===== config.mk =====
export PLATFORM = sky130hd
export DESIGN_NAME = alu_result_stage_8bit
export DESIGN_NICKNAME = d
export VERILOG_FILES = /design/src/rtl/alu_pkg.sv /design/src/rtl/alu_skid_fifo2.sv /design/src/rtl/alu_result_stage_8bit.sv
export SDC_FILE = /design/constraint.sdc
export NUM_CORES = 1
export LEC_CHECK = 0
export BUFFER_PORTS_ARGS = -buffer_cell sky130_fd_sc_hd__buf_2
export CAP_MARGIN = 0
export CORE_ASPECT_RATIO = 1.5
export CORE_MARGIN = 10
export CORE_UTILIZATION = 40
export DETAILED_ROUTE_END_ITERATION = 8
export HOLD_SLACK_MARGIN = 0.05
export SETUP_SLACK_MARGIN = 0.4
export SYNTH_ARGS = -nofsm -noshare
export SYNTH_HDL_FRONTEND = slang
export SYNTH_SLANG_ARGS = --single-unit

===== constraint.sdc =====
create_clock -name clk -period 4 [get_ports clk]
set_input_delay 0.4 -clock clk [delete_from_list [all_inputs] [get_ports clk]]
set_output_delay 0.4 -clock clk [all_outputs]
set_load 0.01 [all_outputs]

===== src/rtl/alu_pkg.sv =====
// Shared constants for the ALU result stage: flag bit positions, the buffer
// occupancy states, and a helper that packs the four condition flags.
package alu_pkg;

  localparam int FLAG_V = 3;
  localparam int FLAG_C = 2;
  localparam int FLAG_N = 1;
  localparam int FLAG_Z = 0;

  typedef enum logic [1:0] {
    EMPTY = 2'd0,
    ONE   = 2'd1,
    FULL  = 2'd2
  } occ_state_t;

  function automatic logic [3:0] make_flags(input logic v, input logic c,
                                            input logic n, input logic z);
    logic [3:0] f;
    f         = '0;
    f[FLAG_V] = v;
    f[FLAG_C] = c;
    f[FLAG_N] = n;
    f[FLAG_Z] = z;
    return f;
  endfunction

endpackage


===== src/rtl/alu_skid_fifo2.sv =====
// Generic 2-entry valid/ready FIFO with registered outputs.
// head_q always holds the oldest entry and keeps its last value when empty.
module alu_skid_fifo2
  import alu_pkg::*;
#(
  parameter int W = 12
) (
  input  logic         clk,
  input  logic         rst_n,
  input  logic         in_valid_i,
  output logic         in_ready_o,
  input  logic [W-1:0] in_data_i,
  output logic         out_valid_o,
  input  logic         out_ready_i,
  output logic [W-1:0] out_data_o,
  output occ_state_t   state_o
);

  // Handshake: a transfer happens on a rising edge where valid and ready are
  // both high; in_ready_o depends on occupancy only, never on out_ready_i.
  occ_state_t   state_q;
  logic [W-1:0] head_q;
  logic [W-1:0] tail_q;
  logic         push;
  logic         pop;

  assign in_ready_o  = (state_q != FULL);
  assign out_valid_o = (state_q != EMPTY);
  assign out_data_o  = head_q;
  assign state_o     = state_q;
  assign push        = in_valid_i & in_ready_o;
  assign pop         = out_valid_o & out_ready_i;

  always_ff @(posedge clk or negedge rst_n) begin
    if (!rst_n) begin
      state_q <= EMPTY;
      head_q  <= '0;
      tail_q  <= '0;
    end else begin
      case (state_q)
        EMPTY: begin
          if (push) begin
            head_q  <= in_data_i;
            state_q <= ONE;
          end
        end
        ONE: begin
          if (push && pop) begin
            head_q <= in_data_i;
          end else if (push) begin
            tail_q  <= in_data_i;
            state_q <= FULL;
          end else if (pop) begin
            state_q <= EMPTY;
          end
        end
        FULL: begin
          if (pop) begin
            head_q  <= tail_q;
            state_q <= ONE;
          end
        end
        default: state_q <= EMPTY;
      endcase
    end
  end

endmodule


===== src/rtl/alu_result_stage_8bit.sv =====
// Registered output stage after the 8-bit adder: buffers {flags, sum} in a
// 2-entry FIFO and tracks a sticky overflow flag plus a saturating event count.
module alu_result_stage_8bit
  import alu_pkg::*;
#(
  parameter int WIDTH = 8,
  parameter int CNT_W = 8
) (
  input  logic             clk,
  input  logic             rst_n,
  input  logic             in_valid,
  output logic             in_ready,
  input  logic [WIDTH-1:0] in_sum,
  input  logic             in_carry,
  input  logic             in_overflow,
  output logic             out_valid,
  input  logic             out_ready,
  output logic [WIDTH-1:0] out_result,
  output logic [3:0]       out_flags,
  input  logic             clr_status,
  output logic             sticky_ovf,
  output logic [CNT_W-1:0] ovf_count
);

  localparam logic [CNT_W-1:0] CNT_MAX = '1;

  occ_state_t       occ_state;
  logic [3:0]       in_flags;
  logic             accept;
  logic             sticky_q, sticky_d;
  logic [CNT_W-1:0] count_q, count_d;

  // The adder already zeroes Sum on overflow, so V=1 naturally yields Z=1, N=0.
  assign in_flags = make_flags(in_overflow, in_carry, in_sum[WIDTH-1], in_sum == '0);
  assign accept   = in_valid & in_ready;

  alu_skid_fifo2 #(.W(WIDTH + 4)) u_fifo (
    .clk         (clk),
    .rst_n       (rst_n),
    .in_valid_i  (in_valid),
    .in_ready_o  (in_ready),
    .in_data_i   ({in_flags, in_sum}),
    .out_valid_o (out_valid),
    .out_ready_i (out_ready),
    .out_data_o  ({out_flags, out_result}),
    .state_o     (occ_state)
  );

  // An overflow accept beats a same-cycle clear: the count restarts at 1.
  always_comb begin
    sticky_d = sticky_q;
    count_d  = count_q;
    if (accept && in_overflow) begin
      sticky_d = 1'b1;
      if (clr_status)              count_d = {{(CNT_W-1){1'b0}}, 1'b1};
      else if (count_q != CNT_MAX) count_d = count_q + 1'b1;
    end else if (clr_status) begin
      sticky_d = 1'b0;
      count_d  = '0;
    end
  end

  always_ff @(posedge clk or negedge rst_n) begin
    if (!rst_n) begin
      sticky_q <= 1'b0;
      count_q  <= '0;
    end else begin
      sticky_q <= sticky_d;
      count_q  <= count_d;
    end
  end

  assign sticky_ovf = sticky_q;
  assign ovf_count  = count_q;

endmodule


After elaboration in Yosys (flattened, before gate mapping)
Cells that the tools add are included.
Operators by class
  bitwise gates (word level): 3
  reduce and logical (&&, ||, !) cells: 12
  equality and inequality tests: 9
  $add $sub $neg: 1
  mux-type cells: 16
Operators by type and width (count)
  12-bit two-way mux: 3
  12-bit case mux with 3 select lines: 1
  8-bit two-way mux: 4
  2-bit two-way mux: 5
  8-bit by 1-bit adder with 8-bit output, second input constant: 1
  8-bit logical NOT: 1
  8-bit inequality test, second input constant: 1
  4-bit AND reduction: 2
  2-bit inequality test, second input constant: 3
  2-bit case mux with 3 select lines: 1
  2-bit nonzero test: 3
  2-bit by 1-bit inequality test with 1-bit output, second input constant: 2
  3-bit by 2-bit inequality test with 1-bit output, second input constant: 1
  3-bit AND reduction: 1
  3-bit nonzero test: 1
  1-bit AND: 2
  2-bit by 1-bit == test with 1-bit output, second input constant: 1
  2-bit == test, second input constant: 1
  1-bit logical AND: 2
  2-bit logical NOT: 1
  1-bit two-way mux: 2
  2-bit AND reduction: 1
  1-bit inverter: 1
Storage, ports and cells
  output and inout port bits: 23
  input bits: 15
  word-level logic and storage cells: 46
  bits in registers: 35

Logic depth before layout (Yosys ltp)
  depth after elaboration: 6
  gate-level depth with buffers: 8

Hierarchy
A second synthesis with hierarchy kept.
Second synthesis, totals
  cells, all modules: 132
  area, all modules: 1757.9 µm²
By module, submodules not included
  alu_skid_fifo2: area each 1253.7 µm², times used 1, sequential area each 650.6 µm², cells an instance 76
  alu_result_stage_8bit: area each 504.2 µm², times used 1, sequential area each 225.2 µm², cells an instance 56

Worst setup path after synthesis
OpenSTA, ideal clock, no wires.
  path kind: register to register
  from: register u_fifo.state_q[0], in the netlist u_fifo.state_o[0]
  to: register u_fifo.head_q[0], in the netlist u_fifo.out_data_o[0]
  clock period less this slack: 1.778 ns
  required time: 3.875 ns
  setup slack: 2.222 ns
  path buffers: 2
  cell stages (with the launch flop): 7
  arrival time: 1.653 ns
  cell sequence: dfrtp_1 -> inv_1 -> ha_1 -> buf_6 -> clkbuf_1 -> mux2_2 -> mux2_2
Between the ends
  longest elaborated chain between the ends: 5
  elaborated cells on any way between the ends: 14
Ends and longest elaborated chain
  start, declared: RTL line alu_skid_fifo2.sv:21  | occ_state_t state_q;
  start signal, assigned: RTL line alu_skid_fifo2.sv:36  | state_q <= EMPTY;
  start signal, assigned: RTL line alu_skid_fifo2.sv:44  | state_q <= ONE;
  start signal, assigned: RTL line alu_skid_fifo2.sv:52  | state_q <= FULL;
  2-bit inequality test / 2-bit nonzero test (equally long branches): RTL line alu_skid_fifo2.sv:27, alu_skid_fifo2.sv:28
  1-bit AND, on equally long branches: RTL line alu_skid_fifo2.sv:31, alu_skid_fifo2.sv:32
  1-bit logical AND: RTL line alu_skid_fifo2.sv:48  | if (push && pop) begin
  2-bit by 1-bit inequality test with 1-bit output (no line)
  4-bit AND reduction (no line)
  end signal, assigned: RTL line alu_skid_fifo2.sv:43  | head_q <= in_data_i;
  end signal, assigned: RTL line alu_skid_fifo2.sv:49  | head_q <= in_data_i;
  end signal, assigned: RTL line alu_skid_fifo2.sv:59  | head_q <= tail_q;
  end, declared: RTL line alu_skid_fifo2.sv:22  | logic [W-1:0] head_q;
Parallel ways exist; a longest one is shown, timed or not.
A chain may end at the register's enable or synchronous reset.

Final worst setup path
  from: register u_fifo.state_q[0], in the netlist u_fifo.state_o[0]
  to: register u_fifo.head_q[2], in the netlist u_fifo.out_data_o[2]
Same word-level chain as after synthesis.

==> impl_metrics.csv <==
group,metric,value,unit
status,status,"completed",
timing,slew-limit-headroom,26.1,%
worst_setup_path,cp_num_buf_inv,1,
synth,synth_top_family_by_area,"multiplexers",
worst_setup_path,path_max_fanout,18,
clocking,cts_hold_buf,0,
route,drtIter0Drc,51,
worst_setup_path,worst_r2r_startpoint,"u_fifo.state_o[0]",
timing,finalHoldViolCount,0,
clocking,cts_resized,0,
power,ir_worst_vdd,0.000441,V
synth,synth_seq_cells,33,
timing,finalCritPeriodShare,60.5,%
synth,synth_area,1670,sq um
worst_setup_path,crit_family,"compound AO/OA/AOI/OAI gates",
floorplanning,die_x,72.8,microns
route,routed_wl,3.62,mm
power,p_total,1.46,mW
layout,layout.nets,197,
placement,gp_congestion,0.835,
floorplanning,die_area,7220,sq um
synth,yosys.area.top_type,"dfrtp_1",
synth,synthArstFlopShare,100,%
timing,fin_skew,0.00710,ns
global_routing,grt_pass1_vias,1379,
worst_setup_path,r2r_slack,1.58,ns
synth,ys_top_cells_by_count,"dfrtp_1, mux2_2, nand2_1, nor2_1, inv_1",
synth,yosysMostFrequentCell,"dfrtp_1",
layout,multi_input_area,781,sq um
clocking,cts_max_level,2,
clocking,cts_sinks,33,
synth,synth.net_count,159,
min_path,hold_path_class,"input pin to asynchronous set/reset pin",
power,p_per_area,733,nW/um^2
timing,setup_tns,0,ns
layout,syn_to_final_growth,18.9,%
synth,synth_area_leaders,"dfrtp_1, mux2_2, ha_1",
floorplanning,start_util,41.9,%
placement,dp_hpwl,2.78,mm
clocking,cts_buffers,5,
worst_setup_path,cpMaxStageDelayCell,"o22ai_1",
flow_run,drv_cap,0,
floorplanning,core,3990,sq um
floorplanning,die_h,99.2,microns
synth,synth_compound_area_share,6.96,%
timing,finalSetupViolations,0,
timing,period_minus_slack,2.42,ns
clocking,cts_setup_buffers,0,
layout,fin_area,1990,sq um
synth,synth_cells,139,
route,drt_drc_violations_left,0,
global_routing,grt_pass1_wl,6.15,mm
synth,synth_fa_ha_area_share,3.74,%
global_routing,antenna_found_initial,0,
layout,seqCellArea,826,sq um
layout,fill_cells,368,
synth,synth_xor_xnor_area_share,1.05,%
synth,synth_edf_count,0,
global_routing,grt_use_total,10.4,%
worst_setup_path,cp.required,4.16,ns
synth,synth_warnings,0,
global_routing,grt_overflow,0,
route,avgViaCountPerCell,5.41,
layout,drive_above_1_share,44.4,%
worst_setup_path,cp-start-kind,"flip-flop",
timing,fmaxAchievable,414,MHz
route,first_pass_iters,4,
synth,syn_area_per_cell,12.0,sq um
clocking,clock_path_buffers,2,
worst_setup_path,endpoint_kind,"flip-flop",
synth,yosys.area_share.simple,11.1,%
synth,synthFlopType,"dfrtp_1",
global_routing,grt_start_max_net_pins,34,
worst_setup_path,r2r-end,"u_fifo.out_data_o[2]",
clocking,clock_tree.root_cell,"clkbuf_8",
worst_setup_path,worst-setup-path-type,"flip-flop to flip-flop",
placement,pre_cts_ws,1.54,ns
placement,numPortBuffers,37,
synth,synth.area.mux_share,23.9,%
clocking,clk_pin_slew_worst_paths,0.07,ns
timing,rsz0062_at_grt,"no",
floorplanning,ios,38,
clocking,cts_tree,"done",
synth,yosysSeqAreaShare,49.4,%
synth,ys_types,33,
route,drtAntennaViolNets,0,
floorplanning,core.rowCount,28,
placement,postPlaceCellArea,1870,sq um
worst_setup_path,crit_arrival,2.57,ns
clocking,clock_latency,0.28,ns
worst_setup_path,crit_chain,"inv_1 > ha_1 > o22ai_1 > mux2_2",
synth,yosysTopAreaCellShare,49.4,%
route,routedWlPerCell,16.2,microns
worst_setup_path,reg2reg_depth,4,
timing,layout_setup_ws,1.58,ns
route,vias,1207,
layout,antenna_cells,0,
worst_setup_path,slowest_delay,0.94,ns
timing,worstMarginPinSlew,1.11,ns
power,power_leakage,0.922,nW
timing,slew_violations,0,
==> layer usage <==
metal / GRT usage, % / wire length, microns / up-vias
met1: 10.7 / 1460 / 597
li1: - / - / 570
met5: 0 / 0 / -
met3: 4.68 / 282 / 5
met4: 3.67 / 38 / 0
met2: 18.1 / 1840 / 35
==> power breakdown <==
group	internal (mW)	leakage [nW]	total (mW)	switching [mW]
clock network	0.203	0.0585	0.319	0.116
registers	0.460	0.411	0.528	0.0672
logic	0.326	0.452	0.610	0.284
total	0.989	0.922	1.46	0.468
==> cell usage in the layout, fill, tap and decap left out, types with 3 or more instances in the layout <==
cell type   n
nand4_1     3
o21ai_0     3
inv_1       6
dfrtp_1    33
buf_2      37
nor2_1      8
nand2b_1    4
nor4_1      3
clkbuf_8    6
mux2_2     31
nand2_1     8
mux2i_1     5
ha_1        5
==> cell families after synthesis <==
kind of cell / after synthesis
XOR/XNOR: 2
multiplexers: 36
AO/OA/AOI/OAI: 16
flip-flops: 33
AND/OR/NAND/NOR: 35
adder cells (fa/ha/maj): 5
buffers and inverters: 12
==> per-stage QoR <==
step | util (%) | hold WS (ns) | cells
floorplan | - | 0.104 | 139
global placement | 46.8 | 0.464 | 215
detailed placement | 46.8 | 0.471 | 215
CTS | 49.7 | 0.213 | 223
global route | 49.7 | 0.234 | 223
finish | 49.7 | 0.173 | 223
==> worst reg2reg max path, stage by stage, from the launching register on <==
cell	delay (ns)
dfrtp_1	0.38
inv_1	0.09
ha_1	0.45
o22ai_1	0.95
mux2_2	0.42
==> registers in the layout, summed over array words and instances (netlist names) <==
signal and cells:
ovf_count 8, u_fifo.state_o 2, sticky_ovf 1, u_fifo.out_data_o 11, u_fifo.tail_q 11
==> final cells by class <==
type	instances	share of cell area, %
tap	45	2.83
sequential	33	41.6
clock buffer	7	4.35
inverter	6	1.13
timing repair buffer	37	9.32
clock inverter	1	1.51
multi-input combinational	94	39.3
==> how the worst max path moves through the flow <==
stage / start / end / slack [ns] / cells after the start
6_report: u_fifo.state_o[0] / u_fifo.out_data_o[2] / 1.58 / 4
5_1_grt: u_fifo.state_o[0] / u_fifo.out_data_o[2] / 1.43 / 4
4_1_cts: u_fifo.state_o[0] / u_fifo.out_data_o[2] / 1.54 / 4
3_5_place_dp: u_fifo.state_o[0] / u_fifo.out_data_o[1] / 1.54 / 4
3_3_place_gp: u_fifo.state_o[0] / u_fifo.out_data_o[9] / 1.61 / 4
2_1_floorplan: u_fifo.state_o[0] / u_fifo.out_data_o[0] / 2.22 / 6
No activity file was read; power rests on OpenSTA's default activity.
